===== src/rtl/mem_arbiter.sv =====
// Two-master arbiter for the shared single-port instruction/data memory.
// Master 0 has priority, master 1 is protected by a starvation limit, and either may lock the bus.
module mem_arbiter #(
   parameter int ADDR_W     = 8,
   parameter int DATA_W     = 10,
   parameter int STARVE_LIM = 3
) (
   input  logic              clk,
   input  logic              rst,
   input  logic              m0_req,
   input  logic              m0_we,
   input  logic              m0_lock,
   input  logic [ADDR_W-1:0] m0_addr,
   input  logic [DATA_W-1:0] m0_wdata,
   input  logic              m1_req,
   input  logic              m1_we,
   input  logic              m1_lock,
   input  logic [ADDR_W-1:0] m1_addr,
   input  logic [DATA_W-1:0] m1_wdata,
   output logic              m0_gnt,
   output logic              m1_gnt,
   output logic              m0_rvalid,
   output logic              m1_rvalid,
   output logic [DATA_W-1:0] rdata,
   output logic [ADDR_W-1:0] mem_addr,
   output logic [DATA_W-1:0] mem_wdata,
   output logic              mem_we,
   input  logic [DATA_W-1:0] mem_rdata,
   output logic [1:0]        owner
);

   // state | meaning
   // IDLE  | no lock held, arbitrate every cycle
   // LOCK0 | master 0 owns the bus, master 1 ignored
   // LOCK1 | master 1 owns the bus, master 0 ignored

   localparam int SC_RAW = $clog2(STARVE_LIM + 1);
   localparam int SC_W   = (SC_RAW < 2) ? 2 : SC_RAW;
   localparam logic [SC_W-1:0] SC_LIM = SC_W'(STARVE_LIM);

   typedef enum logic [1:0] {
      IDLE  = 2'd0,
      LOCK0 = 2'd1,
      LOCK1 = 2'd2
   } state_t;

   state_t            state;
   logic [SC_W-1:0]   starve_cnt;
   logic              rd_pend;
   logic              rd_owner;
   logic [DATA_W-1:0] rdata_q;
   logic              win0;
   logic              win1;
   logic              gnt0;
   logic              gnt1;

   always_comb begin
      win0 = 1'b0;
      win1 = 1'b0;
      unique case (state)
         IDLE: begin
            if (m0_req && m1_req) begin
               if (starve_cnt == SC_LIM) win1 = 1'b1;
               else                      win0 = 1'b1;
            end else begin
               win0 = m0_req;
               win1 = m1_req;
            end
         end
         LOCK0:   win0 = 1'b1;
         LOCK1:   win1 = 1'b1;
         default: ;
      endcase
   end

   // Grants are forced low while reset is held, even though reset is async.
   assign gnt0 = rst & m0_req & win0;
   assign gnt1 = rst & m1_req & win1;

   assign m0_gnt    = gnt0;
   assign m1_gnt    = gnt1;
   assign mem_we    = (gnt0 & m0_we) | (gnt1 & m1_we);
   assign mem_addr  = !rst ? '0 : (gnt1 ? m1_addr  : m0_addr);
   assign mem_wdata = !rst ? '0 : (gnt1 ? m1_wdata : m0_wdata);

   always_ff @(posedge clk or negedge rst) begin
      if (!rst) begin
         state      <= IDLE;
         owner      <= 2'b00;
         starve_cnt <= '0;
      end else begin
         unique case (state)
            IDLE: begin
               if (gnt1 || !m1_req)
                  starve_cnt <= '0;
               else if (gnt0 && starve_cnt != SC_LIM)
                  starve_cnt <= starve_cnt + SC_W'(1);
               if (gnt0 && m0_lock) begin
                  state <= LOCK0;
                  owner <= 2'b01;
               end else if (gnt1 && m1_lock) begin
                  state <= LOCK1;
                  owner <= 2'b10;
               end
            end
            LOCK0: begin
               if ((gnt0 && !m0_lock) || (!m0_req && !m0_lock)) begin
                  state <= IDLE;
                  owner <= 2'b00;
               end
            end
            LOCK1: begin
               if ((gnt1 && !m1_lock) || (!m1_req && !m1_lock)) begin
                  state <= IDLE;
                  owner <= 2'b00;
               end
            end
            default: begin
               state <= IDLE;
               owner <= 2'b00;
            end
         endcase
      end
   end

   always_ff @(posedge clk or negedge rst) begin
      if (!rst) begin
         rd_pend  <= 1'b0;
         rd_owner <= 1'b0;
         rdata_q  <= '0;
      end else begin
         rd_pend <= (gnt0 & ~m0_we) | (gnt1 & ~m1_we);
         if ((gnt0 & ~m0_we) | (gnt1 & ~m1_we))
            rd_owner <= gnt1;
         if (rd_pend)
            rdata_q <= mem_rdata;
      end
   end

   // Memory read data passes straight through on the return cycle; otherwise the last value is held.
   assign m0_rvalid = rd_pend & ~rd_owner;
   assign m1_rvalid = rd_pend &  rd_owner;
   assign rdata     = rd_pend ? mem_rdata : rdata_q;

endmodule


===== config.mk =====
export PLATFORM = sky130hd
export DESIGN_NAME = mem_arbiter
export DESIGN_NICKNAME = d
export VERILOG_FILES = /design/src/rtl/mem_arbiter.sv
export SDC_FILE = /design/constraint.sdc
export NUM_CORES = 1
export LEC_CHECK = 0
export ABC_CLOCK_PERIOD_IN_PS = 5400
export CAP_MARGIN = 20
export CORE_MARGIN = 1.5
export CORE_UTILIZATION = 30
export DETAILED_ROUTE_END_ITERATION = 12
export PLACE_DENSITY = 0.71
export REMOVE_ABC_BUFFERS = 1
export SKIP_LAST_GASP = 1
export SYNTH_ARGS = -nofsm -noshare
export SYNTH_HDL_FRONTEND = slang
export SYNTH_SLANG_ARGS = --single-unit

===== constraint.sdc =====
create_clock -name clk -period 5.4 [get_ports clk]
set_input_delay 1.08 -clock clk [delete_from_list [all_inputs] [get_ports clk]]
set_output_delay 1.08 -clock clk [all_outputs]
set_load 0.02 [all_outputs]

==> metrics.cfg <==
[global_route]
antenna_found_initial=0
grt_pass1_wl_um=5180
grt_pass1_vias=1186
grt_max_degree=28
grt_util_all_layers_pct=16.1
gr-total-overflow=0

[timing]
fin_hold_ws_ns=0.495
min_period_over_period_pct=84.1
max_freq_mhz=220
worstMarginPinSlew_ns=0.669
finalSetupViolations=0
rsz0062_at_grt=false
fin_tns_setup_ns=0
skew_ns=0.00223
finalHoldViolations=0
finalWorstSetupSlack_ns=0.861
period_minus_slack_ns=4.54
slew_headroom_pct=55.4
maxSlewViolCount=0

[worst_setup_path]
r2r_setup_slack_ns=3.32
worstPathRequired_ns=4.32
cp-end-kind=output port
worstPathArrival_ns=3.46
r2r_start=starve_cnt[0]
critPathLaunchType=input pin
critical-path-slowest-cell=or3b_1
r2r-end=rd_pend
critical_path_class=input pin to output port
r2r_cells=4
critPathMaxFanout=23
crit_top_cell=clkdlybuf4s50_1
path_cells=clkdlybuf4s50_1 -> or3b_1 -> and2_4 -> a22o_1 -> clkdlybuf4s50_1
critPathMaxStageDelay_ns=0.62

[cells_and_area]
diodes=0
nNetsFinal=261
area_growth_syn_to_layout_pct=84.6
drive_gt1_share_pct=18.6
instances_no_fill=250

[yosys]
yosys.area.top_type=dfrtp_1
synth_commonest_cells=19 x nand2_1, 19 x nand3_1, 19 x o21ai_2
synth.avg_cell_area_um2=9.14
syn_inst=121
ys_seq_elements=16
synth_warnings=0
synth_top_area_share_pct=36.2
ys_seq_area_share_pct=36.2
async_flop_share_pct=100
ys_top_cells_by_area=dfrtp_1 36%, o21ai_2 15%, mux2_2 12%
ys.flop_type=dfrtp_1
synth_area_um2=1110
ys_types=25
synth_enable_flop_cells=0

[flow_run]
cap_violations=0

[power]
ir_worst_vdd_uv=86.5
powerDensity_nw_per_um2=233
leakage_nw=0.816

[detailed_routing]
vias=1224
ant_nets=0
postRouteWirelength_um=3260
avgRoutedWirePerCell_um=13.0
drt_iter0_drc=16
post-route-drc-count=0
firstDrtPassIters=5
viasPerCell=4.90

[floorplan]
core.rowCount=21
io_pins=89
fp.dieW_um=63.7
coreArea_um2=3440
die_y_um=63.7
die-area_um2=4060
floorplan.initialDensity_pct=32.1

[hold_path]
hold_path_end=rdata_q[2]
hold_depth=1
hp-class=flop to flop
min_from=rdata_q[2]

[clock_network]
post_cts_buffers=0
clock_sinks=16
hold_buffers=0
htree_num_levels=1
cts_resized=0
cts-root-buf=clkbuf_8
clk_pin_slew_ns=0.06
numCtsBuffers=3
clockBufferDepth=2
insertion_delay_ns=0.24
cts_tree=yes

[placed_design]
pre_cts_slack_ns=0.853
dp.cells=247
gp_congestion=0.740
port_buffers=88
dp_hpwl_um=2520

[run_status]
status=complete, no violations

-- sequential cells by signal (all words and copies together), names as in the netlist --
| signal | flops |
|---|---|
| rd_owner | 1 |
| rd_pend | 1 |
| rdata_q | 10 |
| starve_cnt | 2 |
| state | 2 |
-- placed cells by master, fill, tap and decap left out, drive strengths merged, types with 2 or more instances in the layout --
| master | instances |
|---|---|
| nor2b | 2 |
| and2 | 2 |
| clkdlybuf4s50 | 88 |
| a22o | 2 |
| inv | 3 |
| a22oi | 2 |
| o31ai | 3 |
| dfrtp | 16 |
| o21ai | 19 |
| nand2 | 19 |
| nand3 | 19 |
| mux2 | 12 |
| a31oi | 2 |
| buf | 3 |
| clkbuf | 3 |
| nor2 | 2 |
-- cell families after synthesis --
family | synth area share (%)
adders and majority gates | 1.13
and+or+nand+nor | 21.0
muxes | 12.2
buffers and inverters | 7.01
AOI/OAI and AO/OA | 22.4
DFF | 36.2
-- power by group --
part	switching [mW]	total (mW)	internal (mW)
logic	0.106	0.232	0.126
clock network	0.0365	0.0858	0.0493
registers	0.0133	0.158	0.145
-- layout make-up --
cell class,instances,area (um^2)
Clock buffer,3,41.3
Fill cell,311,1400
Sequential cell,16,400
Multi-Input combinational cell,91,628
Timing Repair Buffer,91,903
Tap cell,46,57.6
Inverter,3,11.3
-- worst max-delay path, delay by kind of cell --
kind / cells / cell delay, ns
AO/OA/AOI/OAI: 1 / 0.20
AND/OR/NAND/NOR: 2 / 1.14
buffers and inverters: 2 / 1.04
-- stage by stage --
step / power [mW] / util [%] / cell area (um^2)
2_1_floorplan: 0.268 / - / 1040
3_3_place_gp: 0.389 / 58.1 / 2000
3_5_place_dp: 0.395 / 58.1 / 2000
4_1_cts: 0.484 / 59.3 / 2040
5_1_grt: 0.505 / 59.3 / 2040
6_report: 0.477 / 59.3 / 2040
-- metal layers --
metal	global-route usage (%)	share of wire [%]	vias to the layer above
li1	-	-	601
met2	27.9	47	77
met3	4.82	10	4
met5	0	0	-
met1	17.8	42	542
met4	7.61	1.1	0
-- how the worst max path moves through the flow --
stage,from,end,slack (ns),cells past startpoint
after floorplan,m0_req,mem_we,2.00,3
after global placement,m0_req,mem_we,0.86,5
after detailed placement,m0_req,mem_we,0.85,5
after CTS,m0_req,mem_we,0.84,5
after global routing,m0_req,mem_we,0.72,5
final,m0_req,mem_we,0.86,5
(Power assumes the default switching activity.)
==> patch 1: new RTL, config.mk and constraints unchanged <==
The 3 states of `state_t` get a one-hot encoding in 3 bits.
--- a/src/rtl/mem_arbiter.sv
+++ b/src/rtl/mem_arbiter.sv
@@ -38,10 +38,10 @@
    localparam int SC_W   = (SC_RAW < 2) ? 2 : SC_RAW;
    localparam logic [SC_W-1:0] SC_LIM = SC_W'(STARVE_LIM);
 
-   typedef enum logic [1:0] {
-      IDLE  = 2'd0,
-      LOCK0 = 2'd1,
-      LOCK1 = 2'd2
+   typedef enum logic [2:0] {
+      IDLE  = 3'b001,
+      LOCK0 = 3'b010,
+      LOCK1 = 3'b100
    } state_t;
 
    state_t            state;
Formal check against the unedited RTL: same outputs for any inputs over 10 cycles, from zero or initial values and one cycle with rst low; not proved beyond that.
==> patch 1 against the unedited design <==
- die area grew 20%
- sequential cell count grew 1
- sequential share of layout area shrank 0.56 points
- non-clock buffer count shrank 2
- total power grew 7.1%
- cell area grew 9.7%
- global-route usage is essentially flat
- setup slack gained 0.17 ns
- critical path type unchanged
- fmax grew 4.0%
- synthesized area grew 21%
- routed wire length grew 17%
==> patch 1: results (changes against the unedited design) <==
status completed; Synth Area in Adders 0.00937 (-0.00194); R2R depth 3 (-1); GRT Resource Usage Total 0.161 (+0.000313); Synth area leaders dfrtp_1 30%, a221o_1 13%, a22oi_1 10%, mux2_2 9.3%, nor2_1 5.3%; routability cong. 0.731 (-1.1%); Hold Path End rdata_q[8]$_DFF_PN0_; commonest cells in the netlist 19 x nor2_1, 18 x a221o_1, 18 x a22oi_1; met1 Track Usage GR 0.211 (+0.0327); Netlist cell types 35 (+40%); Top Registers rdata_q (10), owner (2), starve_cnt (2); FF-to-FF End starve_cnt[0]$_DFFE_PN0P_; r2r setup slk 3.60 ns (+0.28 ns); pin count of the biggest net entering global routing 27 (-3.6%); CP peak stage delay 0.65 ns (+0.03 ns); DP HPWL 2780 um (+10%); end of the critical path mem_wdata[8]; Synth Area in Compound Gates 0.320 (+0.0956); switching power 0.000164 W (+5.2%); Setup WS pre-CTS 1.01 ns (+0.161 ns); IR drop worst, VDD 243 uV (+180%); launch point of the worst reg-to-reg path state[0]$_DFFE_PN1P_; met2 routed WL 1780 um (+17%); final wirelength 3820 um (+17%); sequential area share after synthesis 0.320 (-0.0424); Final period util 0.808 (-0.0320); hold path start rdata_q[8]$_DFF_PN0_; Worst Skew 0.000876 ns (-0.00136 ns); power in the clock group 0.0000926 W (+7.9%); Final Net Count 272 (+4.2%); met2 GRT Util 0.272 (-0.00651)
-- patch 1: layout make-up --
cell class | count | area (um^2)
Sequential cell | 17 | 427
Fill cell | 420 | 2080
Inverter | 3 | 11.3
Multi-Input combinational cell | 103 | 803
Tap cell | 52 | 65.1
Timing Repair Buffer | 89 | 888
Clock buffer | 4 | 45.0
-- patch 1: stage by stage --
| stage | std cells | power [W] | hold WS, ns | instance area (um^2) | utilization |
|---|---|---|---|---|---|
| CTS | 268 | 0.000518 | 0.500 | 2240 | 0.518 |
| global placement | 264 | 0.000419 | 0.480 | 2190 | 0.508 |
| detailed placement | 264 | 0.000422 | 0.484 | 2190 | 0.508 |
| floorplan | 123 | 0.000290 | 0.475 | 1240 | - |
| global route | 268 | 0.000540 | 0.515 | 2240 | 0.518 |
| finish | 268 | 0.000510 | 0.496 | 2240 | 0.518 |
==> patch 2: new RTL, config.mk and constraints unchanged <==
Without the edit above. Set the parameter `ADDR_W` to 9 (it was 8).
--- a/src/rtl/mem_arbiter.sv
+++ b/src/rtl/mem_arbiter.sv
@@ -1,7 +1,7 @@
 // Two-master arbiter for the shared single-port instruction/data memory.
 // Master 0 has priority, master 1 is protected by a starvation limit, and either may lock the bus.
 module mem_arbiter #(
-   parameter int ADDR_W     = 8,
+   parameter int ADDR_W     = 9,
    parameter int DATA_W     = 10,
    parameter int STARVE_LIM = 3
 ) (
Interface: changed (resized m0_addr, m1_addr and mem_addr); port bits go from 89 to 92. No check against the original RTL was run, so the function may have changed too.
==> patch 2 against the unedited design <==
- utilization shrank 1.6 points
- cell area grew 2.7%
- hold slack got worse by 0.00058 ns
- total power increased by 3.9%
- critical path depth rose by 1
- setup slack improved by 0.12 ns
- sequential cell count is the same
- routed wire length shrank 0.15%
- synthesized area increased by 1.5%
- critical endpoint unchanged
==> patch 2: results (changes against the unedited design) <==
Synth Area per Inst 9.05 um^2 (-0.98%); routability cong. 0.689 (-6.8%); port bufs 91 (+3.4%); IR drop worst, VDD 84.9 uV (-1.9%); Iter 0 DRT Violations 26 (+10); Synth Area in Adders 0.0111 (-0.000164); vias per inst 4.86 (-0.73%); Largest delay share family, worst path buffers and inverters; sequential area share after synthesis 0.357 (-0.00525); Worst Skew 0.00481 ns (+0.00258 ns); highest-delay cell along the critical path clkdlybuf4s50_1; pin count of the biggest net entering global routing 42 (+50%); Synth area leaders dfrtp_1 36%, o21ai_2 15%, mux2_2 12%, nand3_1 8.9%, nand2_1 6.7%; post-synthesis mux area share 0.120 (-0.00177); Initial Util 0.309 (-0.0125); Synth Area in Compound Gates 0.225 (+0.00121); CP arrival 3.34 ns (-0.12 ns); DP HPWL 2550 um (+1.2%); ratio of cells with drive above 1 in the final layout 0.186 (-0.000560); commonest cells in the netlist 20 x nand2_1, 20 x nand3_1, 19 x o21ai_2; Netlist cell types 26 (+4.0%); Final Net Count 268 (+2.7%); status completed; filler instances 337 (+8.4%); CP max FO 24 (+4.3%); DRT Pass-1 Iters 4 (-1); Final Non-Filler Cells 258 (+3.2%); WL/cell 12.6 um (-3.2%); cell total after placement 254 (+2.8%); area of the multi-input gates 644 um^2 (+2.6%); vias in the first global route 1255 (+5.8%); GRT Resource Usage Total 0.160 (-0.000841); slew margin rel. 0.710 (+0.156)
==> patch 2: changes by cell type in the layout (fill, tap and decap cells not counted), sizes merged <==
cell | unedited run | this run
clkbuf | 3 | 4
clkdlybuf4s50 | 88 | 91
o21ai | 19 | 20
nand2 | 19 | 20
nand3 | 19 | 20
buf | 3 | 2
==> patch 2: metal layers <==
layer	global-route usage	part of all wire	vias up
met2	0.296	0.47	70
met1	0.173	0.40	569
li1	-	-	615
met4	0.0239	0	0
met5	0	0	-
met3	0.0651	0.12	0
==> patch 2: path summary, 6_finish.rpt <==
| check | startpoint | endpoint | slack, ns | depth (start not counted) |
|---|---|---|---|---|
| max in group asynchronous | rst | starve_cnt[0]$_DFFE_PN0P_ | 3.80 | 2 |
| min reg2reg | rdata_q[0]$_DFF_PN0_ | rdata_q[0]$_DFF_PN0_ | 0.49 | 1 |
| min in group asynchronous | rst | rdata_q[9]$_DFF_PN0_ | 1.28 | 2 |
| max reg2reg | starve_cnt[0]$_DFFE_PN0P_ | rd_pend$_DFF_PN0_ | 3.53 | 4 |
| min | rdata_q[0]$_DFF_PN0_ | rdata_q[0]$_DFF_PN0_ | 0.49 | 1 |
| max | m1_req | mem_we | 0.98 | 6 |
==> patch 2: power by group <==
group / switching, W / leakage, nW / internal (W) / total (W)
sequential: 0.0000130 / 0.197 / 0.000145 / 0.000158
combinational: 0.000108 / 0.608 / 0.000129 / 0.000237
clock: 0.0000360 / 0.0288 / 0.0000645 / 0.000100
total: 0.000157 / 0.834 / 0.000338 / 0.000495
==> patch 2: cell type report <==
type / instances / area share
inverter: 3 / 0.00537
tap: 48 / 0.0286
multi-input combinational: 94 / 0.307
timing repair buffer: 93 / 0.442
sequential: 16 / 0.191
clock buffer: 4 / 0.0263
